**config.mk**
```make
export PLATFORM = sky130hd
export DESIGN_NAME = coin_collector_fsm
export DESIGN_NICKNAME = d
export VERILOG_FILES = /design/src/rtl/coin_collector_fsm.sv
export SDC_FILE = /design/constraint.sdc
export NUM_CORES = 1
export LEC_CHECK = 0
export ABC_CLOCK_PERIOD_IN_PS = 7000
export BUFFER_PORTS_ARGS = -buffer_cell sky130_fd_sc_hd__buf_2
export CAP_MARGIN = 10
export CORE_ASPECT_RATIO = 1.25
export CORE_MARGIN = 4
export CORE_UTILIZATION = 35
export DETAILED_ROUTE_END_ITERATION = 10
export SLEW_MARGIN = 0
export SYNTH_ARGS = -nofsm -noshare
export SYNTH_HDL_FRONTEND = slang
export SYNTH_SLANG_ARGS = --single-unit
```
**constraint.sdc**
```tcl
create_clock -name clk -period 7 [get_ports clk]
set_input_delay 1.05 -clock clk [delete_from_list [all_inputs] [get_ports clk]]
set_output_delay 1.05 -clock clk [all_outputs]
set_load 0.005 [all_outputs]
```
**src/rtl/coin_collector_fsm.sv**
```systemverilog
// Vending-machine front end: tallies coin pulses, then hands money and price to the
// change-dispenser FSM through a start/done handshake guarded by a timeout.
module coin_collector_fsm #(
  parameter logic [6:0]  MAX_MONEY      = 7'd99,
  parameter logic [15:0] TIMEOUT_CYCLES = 16'd255
) (
  input  logic       clk,
  input  logic       reset,
  input  logic       coin_Q,
  input  logic       coin_D,
  input  logic       coin_N,
  input  logic       coin_P,
  input  logic [6:0] price,
  input  logic       select,
  input  logic       cancel,
  input  logic       done,
  output logic [6:0] money,
  output logic [6:0] price_out,
  output logic       start,
  output logic       coin_reject,
  output logic       vended,
  output logic       refunded,
  output logic       error
);

  localparam logic [2:0] S_IDLE    = 3'd0;
  localparam logic [2:0] S_COLLECT = 3'd1;
  localparam logic [2:0] S_START   = 3'd2;
  localparam logic [2:0] S_WAIT    = 3'd3;
  localparam logic [2:0] S_ERROR   = 3'd4;

  // Price above any legal tally makes the dispenser return everything.
  localparam logic [6:0] REFUND_PRICE = 7'd127;

  logic [2:0]  state_q, state_d;
  logic [6:0]  money_q, money_d;
  logic [6:0]  price_q, price_d;
  logic [15:0] timer_q, timer_d;
  logic        cancel_flag_q, cancel_flag_d;
  logic        start_q, start_d;
  logic        reject_q, reject_d;
  logic        vended_q, vended_d;
  logic        refunded_q, refunded_d;
  logic        error_q, error_d;

  logic [7:0]  coin_value;
  logic [7:0]  coin_sum;
  logic        coin_any;
  logic        coin_fits;
  logic [15:0] timer_inc;
  logic        timed_out;

  assign coin_value = (coin_Q ? 8'd25 : 8'd0) + (coin_D ? 8'd10 : 8'd0)
                    + (coin_N ? 8'd5 : 8'd0) + (coin_P ? 8'd1 : 8'd0);
  assign coin_sum   = {1'b0, money_q} + coin_value;
  assign coin_any   = (coin_value != 8'd0);
  assign coin_fits  = (coin_sum <= {1'b0, MAX_MONEY});
  assign timer_inc  = timer_q + 16'd1;
  assign timed_out  = (timer_inc >= TIMEOUT_CYCLES);

  always_comb begin
    state_d       = state_q;
    money_d       = money_q;
    price_d       = price_q;
    timer_d       = timer_q;
    cancel_flag_d = cancel_flag_q;
    start_d       = start_q;
    reject_d      = 1'b0;
    vended_d      = 1'b0;
    refunded_d    = 1'b0;
    error_d       = error_q;

    case (state_q)
      S_IDLE, S_COLLECT: begin
        if ((state_q == S_COLLECT) && cancel) begin
          price_d       = REFUND_PRICE;
          cancel_flag_d = 1'b1;
          state_d       = S_START;
          start_d       = 1'b1;
          timer_d       = 16'd0;
          reject_d      = coin_any;
        end else if ((state_q == S_COLLECT) && select && (money_q >= price)) begin
          price_d       = price;
          cancel_flag_d = 1'b0;
          state_d       = S_START;
          start_d       = 1'b1;
          timer_d       = 16'd0;
          reject_d      = coin_any;
        end else if (coin_any) begin
          if (coin_fits) begin
            money_d = coin_sum[6:0];
            state_d = S_COLLECT;
          end else begin
            reject_d = 1'b1;
          end
        end
      end
      S_START: begin
        reject_d = coin_any;
        if (!done) begin
          state_d = S_WAIT;
          start_d = 1'b0;
          timer_d = 16'd0;
        end else if (timed_out) begin
          state_d = S_ERROR;
          start_d = 1'b0;
          error_d = 1'b1;
        end else begin
          timer_d = timer_inc;
        end
      end
      S_WAIT: begin
        reject_d = coin_any;
        if (done) begin
          money_d    = 7'd0;
          price_d    = 7'd0;
          vended_d   = ~cancel_flag_q;
          refunded_d = cancel_flag_q;
          state_d    = S_IDLE;
        end else if (timed_out) begin
          state_d = S_ERROR;
          error_d = 1'b1;
        end else begin
          timer_d = timer_inc;
        end
      end
      S_ERROR: begin
        reject_d = coin_any;
      end
      default: begin
        state_d = S_IDLE;
        start_d = 1'b0;
        error_d = 1'b0;
      end
    endcase
  end

  always_ff @(posedge clk) begin
    if (!reset) begin
      state_q       <= S_IDLE;
      money_q       <= 7'd0;
      price_q       <= 7'd0;
      timer_q       <= 16'd0;
      cancel_flag_q <= 1'b0;
      start_q       <= 1'b0;
      reject_q      <= 1'b0;
      vended_q      <= 1'b0;
      refunded_q    <= 1'b0;
      error_q       <= 1'b0;
    end else begin
      state_q       <= state_d;
      money_q       <= money_d;
      price_q       <= price_d;
      timer_q       <= timer_d;
      cancel_flag_q <= cancel_flag_d;
      start_q       <= start_d;
      reject_q      <= reject_d;
      vended_q      <= vended_d;
      refunded_q    <= refunded_d;
      error_q       <= error_d;
    end
  end

  assign money       = money_q;
  assign price_out   = price_q;
  assign start       = start_q;
  assign coin_reject = reject_q;
  assign vended      = vended_q;
  assign refunded    = refunded_q;
  assign error       = error_q;

endmodule

```
==> results of run 1 <==
[critical path, cell delays in order]
cell	delay, ps
buf_2	140
fa_1	470
ha_1	340
inv_1	60
fa_1	430
nand2b_1	160
a21oi_1	240
xor2_1	130
o311ai_0	620
a31oi_1	380
a22o_1	270
[layout make-up]
class                      count  area (sq um)  area share (%)
multi-input combinational    234          1660            56.6
inverter                      25          93.8            3.19
clock inverter                 2          35.0            1.19
sequential                    39           781            26.6
clock buffer                   6          82.6            2.81
timing repair buffer          34           170            5.79
tap                           90           113            3.83
[placed cells by master (no fill, tap or decap), drive strengths merged, types with 3 or more instances in the layout]
master / netlist / layout
o211ai: 4 / 4
clkbuf: 9 / 6
nand3: 17 / 17
mux2i: 8 / 8
and3: 9 / 9
xnor2: 6 / 6
a31oi: 8 / 8
nand2: 21 / 21
o311ai: 3 / 3
a21oi: 19 / 19
o21ai: 15 / 15
or4: 5 / 5
nor2b: 4 / 4
xor2: 4 / 4
and4: 3 / 3
a22o: 7 / 7
nor2: 27 / 27
nor4: 3 / 3
nand4: 9 / 9
dfxtp: 39 / 39
buf: 5 / 34
or3: 3 / 3
inv: 25 / 25
nor3: 4 / 4
ha: 19 / 19
[sequential cells by signal, summed over array words and instances, names as in the netlist]
| name | cells |
|---|---|
| state_q | 3 |
| coin_reject | 1 |
| money | 7 |
| refunded | 1 |
| vended | 1 |
| error | 1 |
| timer_q | 16 |
| price_out | 7 |
| cancel_flag_q | 1 |
| start | 1 |
[worst max path at each step]
stage | end | slack, ps | cells past startpoint
2_1_floorplan | money[0]$_SDFFE_PN0P_ | 3080 | 11
3_3_place_gp | money[4]$_SDFFE_PN0P_ | 2720 | 11
3_5_place_dp | money[1]$_SDFFE_PN0P_ | 2630 | 11
4_1_cts | money[5]$_SDFFE_PN0P_ | 2930 | 11
5_1_grt | money[0]$_SDFFE_PN0P_ | 2720 | 12
6_report | money[5]$_SDFFE_PN0P_ | 2900 | 11
[routing by layer]
| metal | vias to the layer above | track usage (%) |
|---|---|---|
| met5 | - | 0 |
| met4 | 0 | 4.75 |
| met3 | 5 | 3.25 |
| met2 | 47 | 24.9 |
| met1 | 1107 | 18.0 |
| li1 | 1212 | - |
[power by group]
part	switching [mW]	internal (mW)
Combinational	0.187	0.152
Clock	0.0834	0.115
Sequential	0.0516	0.262
[cells by family (layout without fill, tap and decap cells)]
family	after synthesis	in the layout	share of synthesized area, %
xor+xnor	10	10	3.37
mux	9	9	3.51
fa+ha+maj	21	21	10.7
compound gates	77	77	21.3
flops	39	39	30.0
simple gates	117	117	25.0
buf+inv	39	67	6.06
[through the flow]
step | utilization [%] | setup slack (ps)
after global routing | 41.4 | 2720
after detailed placement | 39.7 | 2630
after CTS | 41.4 | 2930
after floorplan | - | 3080
after global placement | 39.7 | 2720
final | 41.4 | 2900
==> flow_summary.ini, run 1 <==
[route]
route.met3.wl_microns = 233
wl_met1_microns = 2930
top_layer_used = met4
drt-initial-drc-count = 82
num_vias = 2371
vias_per_cell = 5.51
wl_microns = 6430
routed-wl-met2_microns = 3210
ant_nets = 0
drc = 0
wl_per_cell_microns = 14.9
firstDrtPassIters = 4

[floorplanning]
die_y_microns = 104
boundaryPins = 35
dieWidth_microns = 85.1
initial_core_util_pct = 36.6
die_area_sq_um = 8890
rows = 34
core_area_sq_um = 7100

[cts]
hold_buffers = 0
clk_path_buf_depth = 2
clk_pin_slew_ps = 80
cts_root_buf = clkbuf_8
cts_tree = yes
clk_latency_ps = 290
htreeDepth = 2
cts_buffers = 5
cts_setup_buffers = 0
cts.sinks = 39
post_cts_resized = 0

[place]
dp.cells = 422
dp_hpwl_microns = 4880
port_buffers = 34
gp_congestion = 0.794
place_area_sq_um = 2820

[setup_path]
r2r-end = timer_q[4]$_SDFFE_PN0P_
crit_start = coin_Q
cp-end-kind = flip-flop
r2r_start = timer_q[1]$_SDFFE_PN0P_
cp_max_fo = 7
worst_ep_required_time_ps = 7190
r2r_cells = 8
path_class = in -> reg
start_kind = primary input
arrival_ps = 4290
reg2reg_setup_slack_ps = 3810

[synthesis]
ys_seq_area_share_pct = 30.0
synth_edf_count = 0
async_flop_share_pct = 0
synth_area_sq_um = 2600
synthFlopType = dfxtp_1
yosysTopAreaCellShare_pct = 30.0
synth_commonest_cells = dfxtp_1 (39), nor2_1 (27), inv_1 (24)
syn_inst = 312
ys_warn_count = 0
synth_top_cell_by_area = dfxtp_1
syn_nets = 349
synthTopCellsByArea = dfxtp_1 (30%), ha_1 (9.1%), nor2_1 (3.9%)
yosysMostFrequentCell = dfxtp_1
synth.ff_latch_count = 39
yosysUniqueCellTypes = 59
avgSynthCellArea_sq_um = 8.34

[power_and_ir_drop]
peakVddDrop_uv = 166
powerDensity_nw_per_um2 = 290
finalPower_mw = 0.851
cellLeakagePower_nw = 1.28

[global_route]
first_global_vias = 2336
grt_pass1_wl_microns = 10800
grt_max_degree = 18
antenna_found_initial = 0
overflow = 0
grt_usage_pct = 14.6

[timing]
fin_setup_tns_ps = 0
worst_hold_slack_ps = 455
setup_viol = 0
tightest_slew_ps = 674
fmaxAchievable_mhz = 244
min_period_ps = 4100
timing.final.crit_share_pct = 58.6
hold_viol = 0
skew_ps = 8.40
slew_headroom_pct = 54.5
drv_slew = 0
rsz0062_at_grt = no

[hold_path]
hold_path.class = reg -> reg
min_to = error$_SDFFE_PN0P_
hold_start = error$_SDFFE_PN0P_
holdPathStages = 2

[layout]
fill_cells = 707
final_nets = 376
fin_area_sq_um = 2940
stdcell_count = 430
area.growth.synth_to_final_pct = 12.9
antenna_cells = 0
drive_gt1_share_pct = 16.2

[run]
max-cap-violations = 0

[run_status]
status = finished, final reports clean
Power figures use the tool's default switching activity.
==> run 2, diff against run 1 <==
--- a/config.mk
+++ b/config.mk
@@ -5,7 +5,7 @@
 export SDC_FILE = /design/constraint.sdc
 export NUM_CORES = 1
 export LEC_CHECK = 0
-export ABC_CLOCK_PERIOD_IN_PS = 7000
+export ABC_CLOCK_PERIOD_IN_PS = 3400
 export BUFFER_PORTS_ARGS = -buffer_cell sky130_fd_sc_hd__buf_2
 export CAP_MARGIN = 10
 export CORE_ASPECT_RATIO = 1.25
==> constraint.sdc (replaced) <==
create_clock -name clk -period 3.4 [get_ports clk]
set_input_delay 0.51 -clock clk [delete_from_list [all_inputs] [get_ports clk]]
set_output_delay 0.51 -clock clk [all_outputs]
set_load 0.005 [all_outputs]
==> run 2 against run 1 <==
- total power increased by 100%
- clock power increased by 54%
- wire length decreased by 0.87%
- via count increased by 1.7%
- worst setup slack got worse by 2600 ps
- utilization increased by 1.1 points
- sequential cell count unchanged
- critical path depth increased by 1
- global-route usage decreased by 0.060 points
- sequential share of layout area decreased by 0.68 points
- first-iteration DRC count decreased by 13%
- critical path type unchanged
- largest cell class unchanged
- highest routed layer unchanged
==> flow_summary.ini, run 2 (synthesized netlist as in run 1, its figures left out) <==
[setup_path]
cp_cell_sequence = buf_2 > fa_1 > ha_1 > a31oi_1 > xnor2_1 > ha_1 > a21oi_1 > nand3_1 > xnor2_1 > o311ai_2 > and4_1 > a22o_1
path_depth = 12
slowest_delay_ps = 430
cp-endpoint = money[2]$_SDFFE_PN0P_
cp-end-kind = flip-flop
path_buf_inv = 1
arrival_ps = 3340
worst_ep_required_time_ps = 3590
r2r_start = timer_q[1]$_SDFFE_PN0P_
path_delay_family = adder cells
cp_slowest_cell = fa_1
start_kind = primary input
cp_max_fo = 7
r2r_cells = 8
r2r-end = timer_q[4]$_SDFFE_PN0P_
path_class = in -> reg
reg2reg_setup_slack_ps = 530
crit_start = coin_Q

[cts]
cts.sinks = 39
cts_buffers = 5
cts_setup_buffers = 0
clk_latency_ps = 300
clk_pin_slew_ps = 80
cts_root_buf = clkbuf_8
htreeDepth = 2
clk_path_buf_depth = 2
cts_tree = yes

[timing]
fin_setup_tns_ps = 0
fmaxAchievable_mhz = 317
tightest_slew_ps = 560
hold_viol = 0
rsz0062_at_grt = no
skew_ps = 7.73
setup_viol = 0
timing.final.crit_share_pct = 92.7
slew_headroom_pct = 62.6
drv_slew = 0
min_period_ps = 3150

[route]
wl_per_cell_microns = 14.4
wl_met1_microns = 2750
num_vias = 2411
routed-wl-met2_microns = 3220
drt-initial-drc-count = 71
wl_microns = 6370
route.met3.wl_microns = 306
ant_nets = 0
vias_per_cell = 5.44
drc = 0
firstDrtPassIters = 4
top_layer_used = met4

[floorplanning]
rows = 34
die_y_microns = 104
die_area_sq_um = 8890
boundaryPins = 35
core_area_sq_um = 7100
initial_core_util_pct = 36.6
dieWidth_microns = 85.1

[layout]
final_cell_mix = dfxtp_1 (39), buf_2 (34), nor2_1 (27), inv_1 (24), nand2_1 (20)
antenna_cells = 0
area.growth.synth_to_final_pct = 15.9
largest_reg_flops = 16
final_nets = 389
fin_area_sq_um = 3020
layout_commonest_cell = dfxtp_1
ff_latch_area_sq_um = 781
top_register = timer_q
drive_gt1_share_pct = 19.8
multi_input_area_sq_um = 1680
fill_cells = 716

[power_and_ir_drop]
comb_power_share_pct = 44.4
peakVddDrop_uv = 314
p_clk_share_pct = 17.9
p_sw_mw = 0.679
cellLeakagePower_nw = 1.32
power_frac_seq_pct = 37.8
p_int_mw = 1.04
powerDensity_nw_per_um2 = 569
swShare_pct = 39.6
finalPower_mw = 1.72

[run]
max-cap-violations = 0

[hold_path]
hold_path.class = reg -> reg

[place]
port_buffers = 34
dp_hpwl_microns = 4900
gp_congestion = 0.822
place_area_sq_um = 2920

[global_route]
antenna_found_initial = 0
overflow = 0
grt_usage_pct = 14.6
grt_pass1_wl_microns = 10800
grt_max_degree = 18
first_global_vias = 2328

[run_status]
status = finished, final reports clean
[run 2: changes by cell type in the layout (fill, tap and decap cells not counted), sizes merged]
cell and delta:
buf +13, clkinv +2, bufinv -1, clkbuf -1
[run 2: timing repair]
item / 4_1_cts / 5_1_grt
resized for setup: 1 / 3
setup endpoints to repair: 7 / 8
hold buffers: 0 / 0
pin swaps: 0 / 0
[run 2: worst min-delay path, cell delays in order, from the launching register on]
cell and delay [ps]:
dfxtp_1 330, inv_1 70, nor2_1 40
[run 2: layout make-up]
cell class,instances,share of cell area (%)
clock buffer,5,2.28
clock inverter,3,0.498
inverter,25,3.11
multi-input combinational,234,55.6
sequential,39,25.9
tap,90,3.73
timing repair buffer,47,8.88
[run 2: stage by stage]
stage	cells	setup slack (ps)	util, %	hold WS (ps)
after floorplan	312	19.6	-	407
after global placement	435	-234	41.1	450
after global routing	443	29.1	42.5	515
final	443	247	42.5	476
after detailed placement	435	-299	41.1	466
after CTS	443	132	42.3	477
[run 2: per-layer routing]
| metal | global-route usage (%) | vias to the layer above |
|---|---|---|
| li1 | - | 1230 |
| met1 | 17.8 | 1111 |
| met2 | 25.5 | 59 |
| met3 | 3.33 | 11 |
| met4 | 3.39 | 0 |
| met5 | 0 | - |
[run 2: how the worst min path moves through the flow]
stage / from / slack, ps / end / depth (start not counted)
after floorplan: cancel_flag_q$_SDFFE_PN0P_ / 410 / vended$_SDFF_PN0_ / 1
after global placement: error$_SDFFE_PN0P_ / 450 / error$_SDFFE_PN0P_ / 2
after detailed placement: error$_SDFFE_PN0P_ / 470 / error$_SDFFE_PN0P_ / 2
after CTS: error$_SDFFE_PN0P_ / 480 / error$_SDFFE_PN0P_ / 2
after global routing: cancel_flag_q$_SDFFE_PN0P_ / 510 / refunded$_SDFF_PN0_ / 2
final: timer_q[14]$_SDFFE_PN0P_ / 480 / timer_q[14]$_SDFFE_PN0P_ / 2
[run 2: power groups by stage]
stage | clock (mW) | sequential (mW) | combinational [mW]
2_1_floorplan | 0 | 0.617 | 0.521
3_3_place_gp | 0 | 0.658 | 0.734
3_5_place_dp | 0 | 0.658 | 0.745
4_1_cts | 0.311 | 0.649 | 0.753
5_1_grt | 0.329 | 0.663 | 0.858
6_report | 0.307 | 0.649 | 0.762
==> run 3, diff against run 2 <==
--- a/config.mk
+++ b/config.mk
@@ -5,6 +5,7 @@
 export SDC_FILE = /design/constraint.sdc
 export NUM_CORES = 1
 export LEC_CHECK = 0
+export ABC_AREA = 1
 export ABC_CLOCK_PERIOD_IN_PS = 3400
 export BUFFER_PORTS_ARGS = -buffer_cell sky130_fd_sc_hd__buf_2
 export CAP_MARGIN = 10
@@ -16,3 +17,4 @@
 export SYNTH_ARGS = -nofsm -noshare
 export SYNTH_HDL_FRONTEND = slang
 export SYNTH_SLANG_ARGS = --single-unit
+export TNS_END_PERCENT = 50
==> run 3 against run 2 <==
- combinational power is 21% higher
- utilization fell by 1.3 points
- sequential share of layout area shrank 2.0 points
- first-iteration DRC count up 48%
- register-to-register slack gained 490 ps
- global-route usage grew 1.3 points
- critical path depth up 8
- clock skew is 4.0 ps higher
- worst setup slack improved by 120 ps
- critical endpoint is now money[1]$_SDFFE_PN0P_
- largest power group unchanged
==> flow_summary.ini, run 3 <==
[layout]
largest_reg_flops = 16
final_cell_mix = nand2_1 (122), inv_1 (73), nor2_1 (66), dfxtp_1 (39), buf_2 (34)
fill_cells = 868
top_register = timer_q
layout_commonest_cell = nand2_1
drive_gt1_share_pct = 12.8
final_util_pct = 41.2
antenna_cells = 0
final_nets = 537
area.growth.synth_to_final_pct = 13.1

[synthesis]
synthFlopType = dfxtp_1
synth_edf_count = 0
async_flop_share_pct = 0
yosysTopAreaCellShare_pct = 27.1
syn_nets = 502
synth.ff_latch_count = 39
yosysMostFrequentCell = nand2_1
yosysUniqueCellTypes = 29
synth_top_cell_by_area = dfxtp_1
synthTopCellsByArea = dfxtp_1 (27%), nand2_1 (16%), inv_1 (9.5%)
synth_commonest_cells = nand2_1 (123), inv_1 (73), nor2_1 (66)
ys_seq_area_share_pct = 27.1
syn_inst = 465
avgSynthCellArea_sq_um = 6.20
ys_warn_count = 0
synth_area_sq_um = 2890

[setup_path]
path_buf_inv = 4
slowest_delay_ps = 470
cp-end-kind = flip-flop
start_kind = primary input
cp_common_cell = nand2_1
path_class = in -> reg
cp_max_fo = 8
cp_slowest_cell = fa_1
arrival_ps = 3220
cp_cell_sequence = buf_2 > fa_1 > ha_1 > nand3_1 > nand3b_1 > nand2_1 > inv_1 > ha_1 > a21oi_1 > nand3_1 > nand2_1 > nand2_1 > inv_1 > nand3_1 > nand2_1 > nand2_1 > nand2_2 > inv_1 > nor2_1 > nor2_1
path_delay_family = simple AND/OR/NAND/NOR gates
worst_ep_required_time_ps = 3590

[cts]
clk_pin_slew_ps = 80
hold_buffers = 0
clk_latency_ps = 290
htreeDepth = 2
clk_path_buf_depth = 2
cts_tree = yes
cts_root_buf = clkbuf_8
cts.sinks = 39
cts_buffers = 5

[floorplanning]
core_area_sq_um = 7930
die_y_microns = 110
boundaryPins = 35
rows = 36
die_area_sq_um = 9770
dieWidth_microns = 89.2
initial_core_util_pct = 36.4

[hold_path]
hold_path.class = reg -> reg

[timing]
fmaxAchievable_mhz = 330
tightest_slew_ps = 552
setup_slack_ps = 370
worst_hold_slack_ps = 459
skew_ps = 11.7
drv_slew = 0
hold_viol = 0
fin_setup_tns_ps = 0
slew_headroom_pct = 63.0
min_period_ps = 3030
rsz0062_at_grt = no
setup_viol = 0
timing.final.crit_share_pct = 89.1

[run]
max-cap-violations = 0

[place]
gp_congestion = 0.894
post-place-ws_ps = 3.18
dp_hpwl_microns = 5580
port_buffers = 34

[global_route]
overflow = 0
grt_pass1_wl_microns = 12400
grt_usage_pct = 15.8
antenna_found_initial = 0
grt_max_degree = 22
first_global_vias = 2854

[route]
drt-initial-drc-count = 105
wl_microns = 7000
ant_nets = 0
wl_per_cell_microns = 11.7
drc = 0
num_vias = 2926
firstDrtPassIters = 4
vias_per_cell = 4.91

[power_and_ir_drop]
powerDensity_nw_per_um2 = 603
peakVddDrop_uv = 320
cellLeakagePower_nw = 1.62

[run_status]
status = finished, final reports clean
==> run 3: cell types whose count changed in the layout (fill, tap and decap cells not counted), moves of 8 or more <==
cell	previous run	this run
nor2_1	27	66
nand4_1	7	15
buf_4	13	1
nand2_1	20	122
nand3_1	16	32
nand2_2	1	10
inv_1	24	73
a21oi_1	19	29
mux2i_1	8	0
==> run 3: metrics by stage <==
step	power (mW)	cell area, sq um	cells
floorplan	1.30	2890	465
global placement	1.56	3150	588
detailed placement	1.58	3150	588
CTS	1.99	3260	596
global route	2.17	3260	596
finish	1.97	3260	596
==> run 3: where the power goes <==
part / leakage (nW) / switching [mW] / internal (mW)
Clock: 0.0548 / 0.175 / 0.221
Sequential: 0.318 / 0.0942 / 0.555
Combinational: 1.24 / 0.578 / 0.347
Total: 1.62 / 0.847 / 1.12
==> run 3: what timing repair did <==
| action | in CTS | in global routing |
|---|---|---|
| endpoints found under the setup margin | 0 | 5 |
| buffers inserted | 0 | 0 |
| gates resized for setup | 0 | 1 |
==> run 3: final timing paths <==
check / cells after the start / endpoint / startpoint / slack, ps
worst max-delay path: 20 / money[1]$_SDFFE_PN0P_ / coin_Q / 370
worst min-delay path: 2 / start$_SDFFE_PN0P_ / start$_SDFFE_PN0P_ / 460
worst max register to register: 15 / money[1]$_SDFFE_PN0P_ / money[0]$_SDFFE_PN0P_ / 1020
worst min register to register: 2 / start$_SDFFE_PN0P_ / start$_SDFFE_PN0P_ / 460
==> run 3: layout make-up <==
| cell class | count | area (sq um) | area share (%) |
|---|---|---|---|
| Timing Repair Buffer | 35 | 178 | 5.44 |
| Sequential cell | 39 | 781 | 23.9 |
| Multi-Input combinational cell | 345 | 1790 | 55.0 |
| Clock inverter | 3 | 46.3 | 1.42 |
| Tap cell | 95 | 119 | 3.64 |
| Inverter | 74 | 278 | 8.51 |
| Clock buffer | 5 | 68.8 | 2.11 |
==> run 3: metal layers <==
layer / up-vias / track usage, % / part of all wire [%] / wire, microns
li1: 1543 / - / - / -
met1: 1328 / 17.1 / 42 / 2950
met2: 46 / 29.7 / 52 / 3660
met3: 9 / 2.47 / 3.2 / 227
met4: 0 / 6.81 / 2.3 / 163
met5: - / 0 / 0 / 0
==> run 3: logic make-up after synthesis <==
kind of cell | Yosys count | synth area share (%)
and+or+nand+nor | 268 | 42.1
buffers and inverters | 81 | 10.8
AOI/OAI and AO/OA | 52 | 9.19
DFF | 39 | 27.1
adders and majority gates | 21 | 9.63
xor gates and xnor gates | 4 | 1.21
==> run 3: worst register-to-register path, stage by stage (launching register included) <==
cell     delay (ps)
dfxtp_1         410
ha_1            220
inv_1            60
fa_1            410
inv_1            90
nand2_1          80
nand2_1          60
nand2_1          50
nand2_1          90
nand3_1          90
nand3_1          90
nand2_1         100
nand2_1         110
nand2_2         110
o21ai_0         230
nor2_1           70
